## src/rtl/msf_time_keeper.sv

```systemverilog
`default_nettype none
// ============================================================================
//  Module   : msf_time_keeper
//  Purpose  : Local time-of-day keeper fed by the MSF time/date decoder.
//             Loads decoded hh:mm on a valid frame, free-runs a BCD hh:mm:ss
//             clock from the 1 Hz second strobe, realigns seconds on each
//             minute marker (absorbing leap seconds) and tracks sync status
//             (UNSYNC / LOCKED / HOLDOVER).
//  Ports    :
//    clk_i, rst_i            clock, synchronous active-high reset
//    tick_i, second_00_i     second strobe, minute-marker qualifier
//    load_i, load_*_i        decoded-frame valid and BCD hh:mm digits
//    hour_*_o .. second_*_o  BCD time of day
//    locked_o, holdover_o,
//    time_valid_o            sync status
//    update_o, reject_o      one-cycle strobes (time changed / load dropped)
//  Revision : 1.0  initial release
// ============================================================================
module msf_time_keeper #(
    parameter int unsigned HOLDOVER_MINUTES = 60
) (
    input  logic       clk_i,
    input  logic       rst_i,
    input  logic       tick_i,
    input  logic       second_00_i,
    input  logic       load_i,
    input  logic [1:0] load_hour_h_i,
    input  logic [3:0] load_hour_l_i,
    input  logic [2:0] load_minute_h_i,
    input  logic [3:0] load_minute_l_i,
    output logic [1:0] hour_h_o,
    output logic [3:0] hour_l_o,
    output logic [2:0] minute_h_o,
    output logic [3:0] minute_l_o,
    output logic [2:0] second_h_o,
    output logic [3:0] second_l_o,
    output logic       locked_o,
    output logic       holdover_o,
    output logic       time_valid_o,
    output logic       update_o,
    output logic       reject_o
);

    localparam logic [1:0] c_ST_UNSYNC   = 2'd0;
    localparam logic [1:0] c_ST_LOCKED   = 2'd1;
    localparam logic [1:0] c_ST_HOLDOVER = 2'd2;

    localparam logic [7:0] c_MISS_HOLD = 8'd2;
    localparam logic [7:0] c_MISS_DROP = 8'(HOLDOVER_MINUTES + 1);
    localparam logic [7:0] c_MISS_MAX  = 8'hFF;

    // Registered state
    logic [1:0] r_hh_h;
    logic [3:0] r_hh_l;
    logic [2:0] r_mm_h;
    logic [3:0] r_mm_l;
    logic [2:0] r_ss_h;
    logic [3:0] r_ss_l;
    logic [1:0] r_state;
    logic [7:0] r_miss;
    logic       r_locked;
    logic       r_holdover;
    logic       r_valid;
    logic       r_update;
    logic       r_reject;

    // Next-state values
    logic       w_load_ok;
    logic       w_accept;
    logic       w_reject;
    logic       w_tick;
    logic       w_min_evt;
    logic       w_hr_evt;
    logic [1:0] w_hh_h_nxt;
    logic [3:0] w_hh_l_nxt;
    logic [2:0] w_mm_h_nxt;
    logic [3:0] w_mm_l_nxt;
    logic [2:0] w_ss_h_nxt;
    logic [3:0] w_ss_l_nxt;
    logic [7:0] w_miss_nxt;
    logic [1:0] w_state_nxt;
    logic       w_changed;

    // ------------------------------------------------------------------
    // Next-state / datapath
    // ------------------------------------------------------------------
    always_comb begin
        w_load_ok = (load_hour_h_i <= 2'd2) && (load_hour_l_i <= 4'd9) &&
                    !((load_hour_h_i == 2'd2) && (load_hour_l_i > 4'd3)) &&
                    (load_minute_h_i <= 3'd5) && (load_minute_l_i <= 4'd9);
        w_accept  = load_i && w_load_ok;
        w_reject  = load_i && !w_load_ok;
        // Any load owns the cycle: a coincident tick is dropped. This also
        // keeps update_o and reject_o mutually exclusive.
        w_tick    = tick_i && !load_i;

        w_ss_h_nxt = r_ss_h;
        w_ss_l_nxt = r_ss_l;
        w_mm_h_nxt = r_mm_h;
        w_mm_l_nxt = r_mm_l;
        w_hh_h_nxt = r_hh_h;
        w_hh_l_nxt = r_hh_l;
        w_min_evt  = 1'b0;
        w_hr_evt   = 1'b0;

        // Seconds. The marker forces :00; it only counts as a new minute
        // when the second count was in its upper half, so a leap second that
        // already rolled 59->00 (or an early spurious marker) adds nothing.
        if (w_tick) begin
            if (second_00_i) begin
                w_ss_h_nxt = 3'd0;
                w_ss_l_nxt = 4'd0;
                w_min_evt  = (r_ss_h >= 3'd3);
            end else if (r_ss_l == 4'd9) begin
                w_ss_l_nxt = 4'd0;
                if (r_ss_h == 3'd5) begin
                    w_ss_h_nxt = 3'd0;
                    w_min_evt  = 1'b1;
                end else begin
                    w_ss_h_nxt = r_ss_h + 3'd1;
                end
            end else begin
                w_ss_l_nxt = r_ss_l + 4'd1;
            end
        end

        // Minutes
        if (w_min_evt) begin
            if (r_mm_l == 4'd9) begin
                w_mm_l_nxt = 4'd0;
                if (r_mm_h == 3'd5) begin
                    w_mm_h_nxt = 3'd0;
                    w_hr_evt   = 1'b1;
                end else begin
                    w_mm_h_nxt = r_mm_h + 3'd1;
                end
            end else begin
                w_mm_l_nxt = r_mm_l + 4'd1;
            end
        end

        // Hours, silent day wrap at 23 -> 00
        if (w_hr_evt) begin
            if ((r_hh_h == 2'd2) && (r_hh_l == 4'd3)) begin
                w_hh_h_nxt = 2'd0;
                w_hh_l_nxt = 4'd0;
            end else if (r_hh_l == 4'd9) begin
                w_hh_l_nxt = 4'd0;
                w_hh_h_nxt = r_hh_h + 2'd1;
            end else begin
                w_hh_l_nxt = r_hh_l + 4'd1;
            end
        end

        // Minutes seen since the last good frame, saturating
        w_miss_nxt = r_miss;
        if (w_min_evt && (r_miss != c_MISS_MAX)) begin
            w_miss_nxt = r_miss + 8'd1;
        end

        // Status FSM, evaluated on the post-increment miss count so the
        // status moves on the same edge as the minute boundary.
        w_state_nxt = r_state;
        case (r_state)
            c_ST_LOCKED: begin
                if (w_miss_nxt >= c_MISS_HOLD) begin
                    w_state_nxt = c_ST_HOLDOVER;
                end
            end
            c_ST_HOLDOVER: begin
                if (w_miss_nxt >= c_MISS_DROP) begin
                    w_state_nxt = c_ST_UNSYNC;
                end
            end
            default: begin
                w_state_nxt = c_ST_UNSYNC;
            end
        endcase

        if (w_accept) begin
            w_hh_h_nxt  = load_hour_h_i;
            w_hh_l_nxt  = load_hour_l_i;
            w_mm_h_nxt  = load_minute_h_i;
            w_mm_l_nxt  = load_minute_l_i;
            w_ss_h_nxt  = 3'd0;
            w_ss_l_nxt  = 4'd0;
            w_miss_nxt  = 8'd0;
            w_state_nxt = c_ST_LOCKED;
        end

        w_changed = {w_hh_h_nxt, w_hh_l_nxt, w_mm_h_nxt, w_mm_l_nxt, w_ss_h_nxt, w_ss_l_nxt} !=
                    {r_hh_h, r_hh_l, r_mm_h, r_mm_l, r_ss_h, r_ss_l};
    end

    // ------------------------------------------------------------------
    // Registers
    // ------------------------------------------------------------------
    always_ff @(posedge clk_i) begin
        if (rst_i) begin
            r_hh_h     <= 2'd0;
            r_hh_l     <= 4'd0;
            r_mm_h     <= 3'd0;
            r_mm_l     <= 4'd0;
            r_ss_h     <= 3'd0;
            r_ss_l     <= 4'd0;
            r_state    <= c_ST_UNSYNC;
            r_miss     <= 8'd0;
            r_locked   <= 1'b0;
            r_holdover <= 1'b0;
            r_valid    <= 1'b0;
            r_update   <= 1'b0;
            r_reject   <= 1'b0;
        end else begin
            r_hh_h     <= w_hh_h_nxt;
            r_hh_l     <= w_hh_l_nxt;
            r_mm_h     <= w_mm_h_nxt;
            r_mm_l     <= w_mm_l_nxt;
            r_ss_h     <= w_ss_h_nxt;
            r_ss_l     <= w_ss_l_nxt;
            r_state    <= w_state_nxt;
            r_miss     <= w_miss_nxt;
            r_locked   <= (w_state_nxt == c_ST_LOCKED);
            r_holdover <= (w_state_nxt == c_ST_HOLDOVER);
            r_valid    <= (w_state_nxt == c_ST_LOCKED) || (w_state_nxt == c_ST_HOLDOVER);
            r_update   <= w_changed;
            r_reject   <= w_reject;
        end
    end

    assign hour_h_o     = r_hh_h;
    assign hour_l_o     = r_hh_l;
    assign minute_h_o   = r_mm_h;
    assign minute_l_o   = r_mm_l;
    assign second_h_o   = r_ss_h;
    assign second_l_o   = r_ss_l;
    assign locked_o     = r_locked;
    assign holdover_o   = r_holdover;
    assign time_valid_o = r_valid;
    assign update_o     = r_update;
    assign reject_o     = r_reject;

endmodule
`default_nettype wire

```

## config.mk

```make
export PLATFORM = sky130hd
export DESIGN_NAME = msf_time_keeper
export DESIGN_NICKNAME = d
export VERILOG_FILES = /design/src/rtl/msf_time_keeper.sv
export SDC_FILE = /design/constraint.sdc
export NUM_CORES = 1
export LEC_CHECK = 0
export ABC_AREA = 1
export BUFFER_PORTS_ARGS = -buffer_cell sky130_fd_sc_hd__buf_2
export CAP_MARGIN = 20
export CORE_MARGIN = 2
export CORE_UTILIZATION = 55
export DETAILED_ROUTE_END_ITERATION = 10
export MAX_ROUTING_LAYER = met4
export PLACE_DENSITY = 0.81
export RECOVER_POWER = 100
export SLEW_MARGIN = 20
export SYNTH_ARGS = -nofsm -noshare
export SYNTH_HDL_FRONTEND = slang
export SYNTH_SLANG_ARGS = --single-unit
```

## constraint.sdc

```tcl
create_clock -name clk_i -period 3.2 [get_ports clk_i]
set_clock_uncertainty 0.15 [all_clocks]
set_input_delay 0.64 -clock clk_i [delete_from_list [all_inputs] [get_ports clk_i]]
set_output_delay 0.64 -clock clk_i [all_outputs]
set_load 0.03 [all_outputs]
```

==> run_results.csv <==
group,metric,value,unit
critical_path,crit_start,"second_h_o[0]$_SDFF_PP0_",
finish,drive_above_1_share,12.9,%
pwr,clockPowerShare,39.2,%
clock_tree,postCtsSetupBuffers,0,
clock_tree,clock_latency,0.30,ns
critical_path,crit_type,"reg2reg",
pwr,pwr-share-seq,43.5,%
finish,fin_area,3120,um^2
timing,finalHoldWorstSlack,0.384,ns
yosys,ys_seq_area_share,25.1,%
routing,viasPerCell,5.23,
global_routing,grt.total_usage,26.2,%
timing,rsz0062_at_grt,"no",
timing,finalSetupTns,0,ns
finish,final_cell_mix,"nand2_1, nand3_1, nor2_1",
status,run_status,"finished clean",
yosys,ys_warn_count,0,
place,dp.cells,572,
critical_path,cp-endpoint,"time_valid_o$_SDFF_PP0_",
timing,slew_violations,0,
routing,ant_nets,0,
critical_path,reg2reg_slack,0.39,ns
yosys,syn_inst,471,
finish,fin_nets,541,
min_path,min_path_cells,2,
finish,syn_to_final_growth,11.7,%
finish,nFillCells,498,
pwr,intPower,740,uW
yosys,synth_seq_cells,35,
critical_path,r2r_start,"second_h_o[0]$_SDFF_PP0_",
routing,dr_total_vias,3033,
pwr,p_sw_share,30.8,%
pwr,leakagePower,0.00154,uW
finish,regArea,701,um^2
die,fp-row-count,25,
pwr,powerDensity,343,nW/um^2
critical_path,critPathArrivalTime,2.89,ns
clock_tree,cts.sink_count,35,
timing,max_freq,356,MHz
place,gp_congestion,0.951,
routing,firstDrtPassIters,5,
critical_path,crit_path_max_fanout,11,
finish,final_common_cell,"nand2_1",
routing,drc,0,
place,dp_slack,0.295,ns
clock_tree,htreeDepth,2,
yosys,syn_area,2790,um^2
yosys,synth.distinct_cells,31,
clock_tree,clk_pin_slew,0.09,ns
clock_tree,ctsResizeCount,0,
critical_path,reg2reg_depth,20,
critical_path,cp-start-kind,"flop",
critical_path,cp.required,3.29,ns
timing,finalCriticalPeriod,2.81,ns
global_routing,overflow,0,
clock_tree,clk_path_buf_depth,2,
routing,wl_per_cell,11.5,um
finish,num_antenna_cells,0,
timing,timing.final.crit_share,87.7,%
die,start_util,57.9,%
global_routing,grt_start_max_net_pins,27,
run,maxCapViolCount,0,
min_path,hp-start,"r_miss[5]$_SDFF_PP0_",
global_routing,grt_pass1_vias,2653,
clock_tree,cts_buffers,5,
die,die_y,75.2,um
critical_path,endpoint_kind,"flop",
routing,drt_wl_total,6680,um
timing,worst_pin_slew,0.544,ns
place,place_area,3060,um^2
routing,drt_iter0_markers,259,
finish,final-instance-count-excl-fill,580,
pwr,p_comb_share,17.3,%
die,die_w,75.2,um
place,port_buffers,42,
global_routing,antenna_found_initial,0,
timing,finalSetupViolCount,0,
global_routing,grt_pass1_wl,11200,um
yosys,syn_avg_cell_area,5.92,um^2
timing,timing.final.ws_setup,0.394,ns
clock_tree,cts-root-buf,"clkbuf_8",
pwr,ir_worst_vdd,352,uV
timing,slew_headroom,63.7,%
min_path,hp-class,"reg2reg",
finish,multi_input_area,1790,um^2
die,ios,43,
clock_tree,tritoncts,"built",
critical_path,timing.rr.end,"time_valid_o$_SDFF_PP0_",
yosys,syn_nets,500,
die,core_area,4820,um^2
clock_tree,hold_buffers,0,
die,die_area,5660,um^2
timing,hold_violations,0,
pwr,p_sw,329,uW
place,dpl.hpwl,5120,um
[flip-flops by register name (all words and copies together), names as in the netlist]
signal,count
r_miss,8
hour_l_o,4
minute_l_o,4
second_l_o,4
minute_h_o,3
second_h_o,3
hour_h_o,2
r_state,2
holdover_o,1
locked_o,1
reject_o,1
time_valid_o,1
update_o,1
[power by group through the flow]
stage / Clock (uW) / Sequential (uW) / Combinational [uW]
floorplan: 0 / 491 / 117
global placement: 0 / 474 / 186
detailed placement: 0 / 474 / 189
CTS: 424 / 464 / 189
global route: 435 / 467 / 211
finish: 419 / 464 / 185
[cells by family after synthesis]
group	synth area share, %
AOI/OAI and AO/OA	8.21
adders and majority gates	4.93
buffers and inverters	10.0
xor gates and xnor gates	1.88
DFF	25.1
and+or+nand+nor	49.8
[through the flow]
| step | util, % | power [uW] |
|---|---|---|
| after floorplan | - | 608 |
| after global placement | 63.4 | 660 |
| after detailed placement | 63.4 | 663 |
| after CTS | 65.8 | 1080 |
| after global routing | 64.7 | 1110 |
| final | 64.7 | 1070 |
[routing by layer]
layer  track usage [%]  up-vias  part of all wire [%]
li1                  -     1577                     -
met1              34.1     1350                    47
met2              40.9       97                    46
met3              4.95        9                   6.1
met4              8.58        0                   1.3
met5                 -        -                     0
[worst max-delay path: stages (launching register included)]
cell	delay (ns)
dfxtp_1	0.46
nand2_1	0.11
inv_1	0.08
ha_1	0.14
inv_1	0.05
nand4_1	0.09
nand2_1	0.13
nor2_8	0.14
nand2_2	0.18
nand2_1	0.13
o21ai_2	0.07
nor2_1	0.10
nand2_1	0.05
nor2_1	0.15
nand2_1	0.07
nand2_1	0.08
nand2_2	0.07
nand2_2	0.08
inv_2	0.03
ha_1	0.28
nor2_1	0.10
[cell type report]
| type | count | share of cell area, % |
|---|---|---|
| clock buffer | 5 | 2.21 |
| timing repair buffer | 47 | 6.82 |
| tap | 67 | 2.69 |
| multi-input combinational | 366 | 57.5 |
| sequential | 35 | 22.5 |
| inverter | 57 | 6.86 |
| clock inverter | 3 | 1.41 |
[cells in the mapped netlist (all sizes together)]
master / instances / share of area (%)
a21oi: 18 / 3.4
buf: 7 / 1.6
clkbuf: 6 / 0.81
clkinv: 1 / 0.13
dfxtp: 35 / 25
ha: 11 / 4.9
inv: 56 / 7.5
nand2: 164 / 23
nand3: 60 / 12
nand3b: 4 / 1.1
nand4: 10 / 2.2
nor2: 61 / 9.5
nor3: 1 / 0.18
o211ai: 4 / 1.1
o21ai: 16 / 3.1
o21bai: 1 / 0.40
o22ai: 1 / 0.22
or2: 9 / 2.0
xor2: 6 / 1.9
[worst min-delay path by stage]
stage / to / slack, ns
2_1_floorplan: r_miss[5]$_SDFF_PP0_ / 0.33
3_3_place_gp: r_miss[5]$_SDFF_PP0_ / 0.36
3_5_place_dp: r_miss[5]$_SDFF_PP0_ / 0.38
4_1_cts: r_miss[7]$_SDFF_PP0_ / 0.39
5_1_grt: r_miss[7]$_SDFF_PP0_ / 0.42
6_report: r_miss[5]$_SDFF_PP0_ / 0.38
(Power assumes the default switching activity.)
